==> config.mk <==
export PLATFORM = sky130hd
export DESIGN_NAME = mod_counter_gen
export DESIGN_NICKNAME = d
export VERILOG_FILES = /design/src/rtl/timer_pkg.sv /design/src/rtl/mod_counter_gen.sv
export SDC_FILE = /design/constraint.sdc
export NUM_CORES = 1
export LEC_CHECK = 0
export BUFFER_PORTS_ARGS = -buffer_cell sky130_fd_sc_hd__buf_2
export CAP_MARGIN = 20
export CORE_AREA = 2 2 39 41
export CTS_CLUSTER_DIAMETER = 60
export DETAILED_ROUTE_END_ITERATION = 16
export DIE_AREA = 0 0 41 43
export HOLD_SLACK_MARGIN = 0.03
export PLACE_DENSITY = 0.72
export SLEW_MARGIN = 15
export SYNTH_ARGS = -nofsm -noshare
export SYNTH_HDL_FRONTEND = slang
export SYNTH_SLANG_ARGS = --single-unit
==> constraint.sdc <==
create_clock -name clk -period 4.6 [get_ports clk]
set_input_delay 0.23 -clock clk [delete_from_list [all_inputs] [get_ports clk]]
set_output_delay 0.23 -clock clk [all_outputs]
set_load 0.02 [all_outputs]
==> src/rtl/timer_pkg.sv <==
`default_nettype none
// +----------------------------------------------------------------------+
// | timer_pkg : shared constants and helpers for timer counter chains     |
// | Rev 1.0   : initial release                                          |
// +----------------------------------------------------------------------+
package timer_pkg;

  localparam logic DIR_UP   = 1'b1;
  localparam logic DIR_DOWN = 1'b0;

  // Smallest width able to hold 0..value-1; never less than one bit.
  function automatic int clog2_f(input int value);
    int w;
    w = 1;
    for (int i = 1; i < 31; i++) begin
      if ((1 << i) < value) begin
        w = i + 1;
      end
    end
    return w;
  endfunction

endpackage : timer_pkg
`default_nettype wire

==> src/rtl/mod_counter_gen.sv <==
`default_nettype none
// +----------------------------------------------------------------------+
// | mod_counter_gen : modulo-N up/down step counter with clear, preset    |
// |                   load, same-cycle tc and registered wrap pulses      |
// | Rev 1.0         : initial release                                    |
// +----------------------------------------------------------------------+
module mod_counter_gen
  import timer_pkg::*;
#(
  parameter int WIDTH   = 4,
  parameter int MODULO  = 7,
  parameter int RST_VAL = 0
) (
  input  logic             clk,
  input  logic             rst_n,
  input  logic             en,
  input  logic             up,
  input  logic             clr,
  input  logic             load,
  input  logic [WIDTH-1:0] load_val,
  output logic [WIDTH-1:0] cnt,
  output logic             tc,
  output logic             carry,
  output logic             borrow,
  output logic             load_err
);

  if (MODULO < 2 || MODULO > (1 << WIDTH)) begin : g_bad_modulo
    $error("mod_counter_gen: MODULO must satisfy 2 <= MODULO <= 2**WIDTH");
  end

  if (RST_VAL < 0 || RST_VAL >= MODULO) begin : g_bad_rst_val
    $error("mod_counter_gen: RST_VAL must lie in 0..MODULO-1");
  end

  // One extra bit so MODULO == 2**WIDTH is representable for the range check.
  localparam logic [WIDTH:0]   c_modulo  = (WIDTH+1)'(MODULO);
  localparam logic [WIDTH-1:0] c_max     = WIDTH'(MODULO - 1);
  localparam logic [WIDTH-1:0] c_rst_val = WIDTH'(RST_VAL);

  logic [WIDTH-1:0] r_cnt;
  logic             r_carry;
  logic             r_borrow;
  logic             r_load_err;

  logic             w_at_max;
  logic             w_at_zero;
  logic             w_load_ok;
  logic             w_dir_up;

  assign w_at_max  = (r_cnt == c_max);
  assign w_at_zero = (r_cnt == '0);
  assign w_load_ok = ({1'b0, load_val} < c_modulo);
  assign w_dir_up  = (up == DIR_UP);

  always_ff @(posedge clk) begin
    if (!rst_n) begin
      r_cnt      <= c_rst_val;
      r_carry    <= 1'b0;
      r_borrow   <= 1'b0;
      r_load_err <= 1'b0;
    end else begin
      r_carry    <= 1'b0;
      r_borrow   <= 1'b0;
      r_load_err <= 1'b0;
      if (clr) begin
        r_cnt <= c_rst_val;
      end else if (load) begin
        if (w_load_ok) begin
          r_cnt <= load_val;
        end else begin
          r_load_err <= 1'b1;
        end
      end else if (en) begin
        // Wrap on the explicit bound, never on natural WIDTH overflow.
        if (w_dir_up) begin
          if (w_at_max) begin
            r_cnt   <= '0;
            r_carry <= 1'b1;
          end else begin
            r_cnt <= r_cnt + WIDTH'(1);
          end
        end else begin
          if (w_at_zero) begin
            r_cnt    <= c_max;
            r_borrow <= 1'b1;
          end else begin
            r_cnt <= r_cnt - WIDTH'(1);
          end
        end
      end
    end
  end

  // Zero-latency terminal count feeds the next stage's enable.
  assign tc = rst_n & en & ~clr & ~load &
              ((w_dir_up & w_at_max) | (~w_dir_up & w_at_zero));

  assign cnt      = r_cnt;
  assign carry    = r_carry;
  assign borrow   = r_borrow;
  assign load_err = r_load_err;

endmodule : mod_counter_gen
`default_nettype wire

==> impl_metrics.json <==
{
  "status": "finished clean",
  "wl_met3_um": 67,
  "via_count": 520,
  "hold_path_end": "load_err",
  "synth_top_area_frac": 0.2692,
  "clk_pin_slew_ns": 0.05,
  "cts_max_path_buffers": 2,
  "grt_pass1_vias": 437,
  "syn2layout_area_growth_pct": 22.12,
  "endpoint_kind": "primary output",
  "dp_hpwl_um": 878.2,
  "post_cts_resized": 0,
  "syn_avg_cell_area_um2": 8.262,
  "p_per_area_nw_per_um2": 243.1,
  "fin_setup_tns_ns": 0,
  "fillers": 145,
  "holdBufCountCts": 0,
  "setup_viol": 0,
  "p_leak_nw": 0.2942,
  "rows": 14,
  "path_delay_family": "simple AND/OR/NAND/NOR gates",
  "clock_skew_ns": 0.002336,
  "gp_congestion": 0.7691,
  "wire_per_inst_um": 11.46,
  "cp_slowest_cell": "or3b_1",
  "crit_path_cell_trace": "inv_1 -> ha_1 -> or3b_1 -> a21oi_1 -> nor2b_1 -> buf_2",
  "cts_tree": "built",
  "rsz0062_at_grt": "false",
  "drt-total-wl_um": 1123,
  "startpoint_type": "flop",
  "vias_per_cell": 5.306,
  "hold_path.class": "in2reg",
  "synth.area.top_cells": "dfxtp_1 (27%), ha_1 (9.6%), nor2b_1 (7.2%)",
  "initial_core_util": 0.3761,
  "htreeDepth": 1,
  "cts_buffers": 3,
  "drtIter0Drc": 1,
  "finalCritPeriodShare": 0.4456,
  "insertion_delay_ns": 0.26,
  "cp_max_fo": 7,
  "die_h_um": 43,
  "slowest_delay_ns": 0.37,
  "core_area_um2": 1384,
  "max-cap-violations": 0,
  "max_freq_ghz": 0.4879,
  "worst_pin_slew_ns": 0.3627,
  "finalHoldViolations": 0,
  "grt_pass1_wl_um": 1828,
  "drive_gt1_frac": 0.2927,
  "nets": 97,
  "rr_worst_depth": 6,
  "hp-start": "load_val[3]",
  "crit_type": "reg2out",
  "crit_required_ns": 4.37,
  "path_buf_inv": 2,
  "utilization": 0.4593,
  "cts_sinks": 7,
  "grtUsageTotal": 0.1565,
  "cts_setup_buffers": 0,
  "crit_arrival_ns": 1.82,
  "whs_path_depth": 2,
  "synth-async-reset-ratio": 0,
  "seq_area_frac_synth": 0.2692,
  "ys_ff_latch": 7,
  "postRouteAntennaNets": 0,
  "synth_edf_count": 0,
  "wl_met2_um": 578,
  "wl_met1_um": 458,
  "syn-instance-count": 63,
  "synth_ff_type": "dfxtp_1",
  "ir_drop_uv": 118.2,
  "timing.final.max_slew_violations": 0,
  "drc": 0,
  "cts_root_buf": "clkbuf_4",
  "num_antenna_cells": 0,
  "syn-num-nets": 77,
  "r2r_start": "cnt[0]",
  "routed.top_layer": "met4",
  "first_pass_iters": 3,
  "ios": 18,
  "ys.warnings.count": 0,
  "grt_max_degree": 12,
  "slew_headroom": 0.7579,
  "synth.distinct_cells": 27,
  "grt-ovfl-total": 0,
  "r2r_slack_ns": 2.89,
  "layout_min_cycle_time_ns": 2.050,
  "rr_endpoint": "cnt[0]",
  "portBuffers": 17,
  "yosysTopAreaCell": "dfxtp_1",
  "die_area_um2": 1763,
  "antenna_found_initial": 0,
  "die_x_um": 41,
  "final_cell_mix": "buf_2 (17), dfxtp_1 (7), nor2b_1 (6)",
  "netlist_area_um2": 520.5,
  "final_common_cell": "buf_2"
}
## cells in the mapped netlist, types with 2 or more instances
cell      n
dfxtp_1   7
and3_1    2
o21ai_0   3
a21oi_1   5
nand3_1   4
nor3_1    3
nand2_1   4
nor2b_1   6
nand2b_1  4
a211oi_1  2
ha_1      4
inv_1     4
## cell families (layout without fill, tap and decap cells)
| family | after synthesis | in the layout | share of synthesized area |
|---|---|---|---|
| AND/OR/NAND/NOR | 28 | 28 | 0.3173 |
| AO/OA/AOI/OAI | 17 | 17 | 0.2404 |
| flip-flops | 7 | 7 | 0.2692 |
| buffers and inverters | 6 | 25 | 0.06008 |
| adder cells (fa/ha/maj) | 4 | 4 | 0.09616 |
| XOR/XNOR | 1 | 1 | 0.01683 |
## worst max path at each step
stage	cells past startpoint	slack, ns	startpoint	to
6_report	6	2.55	cnt[0]	tc
5_1_grt	6	2.40	cnt[0]	tc
4_1_cts	6	2.53	cnt[0]	tc
3_5_place_dp	6	2.82	cnt[0]	tc
3_3_place_gp	6	2.85	cnt[0]	tc
2_1_floorplan	5	2.75	cnt[0]	tc
## area by class of cell
type / count / area (um^2) / area share
inverters: 4 / 15.01 / 0.02362
multi-input cells: 50 / 349.1 / 0.5492
repair buffers: 17 / 85.08 / 0.1339
clock buffers: 4 / 26.28 / 0.04134
well taps: 16 / 20.02 / 0.03150
flip-flops and latches: 7 / 140.1 / 0.2205
## sequential cells by signal (all words and copies together), names as in the netlist
register,count
carry,1
borrow,1
cnt,4
load_err,1
## worst register-to-register path, stage by stage, from the launching register on
cell and delay (ns):
dfxtp_1 0.43, inv_1 0.12, ha_1 0.25, or3b_1 0.19, a21oi_1 0.07, or3_1 0.35, a221oi_2 0.23
## report_power, final
part	leakage [nW]	total [mW]	switching (mW)	internal, mW
combinational	0.222	0.0315	0.0174	0.0142
sequential	0.0568	0.0651	0.00267	0.0624
clock	0.0150	0.0579	0.0247	0.0332
total	0.294	0.155	0.0447	0.110
## per-layer routing
layer,track usage,up-vias
li1,-,269
met1,0.1763,235
met2,0.2406,14
met3,0.06283,2
met4,0.08000,0
met5,0,-
## per-stage QoR
step	power [mW]	area (um^2)	setup slack, ns	hold WS [ns]	cells
2_1_floorplan	0.08757	520.5	2.751	0.3634	63
3_3_place_gp	0.09733	609.3	2.848	0.5027	94
3_5_place_dp	0.09772	609.3	2.816	0.5049	94
4_1_cts	0.1560	635.6	2.528	0.2347	98
5_1_grt	0.1642	635.6	2.404	0.2390	98
6_report	0.1545	635.6	2.550	0.2360	98
No activity file was read; power rests on OpenSTA's default activity.
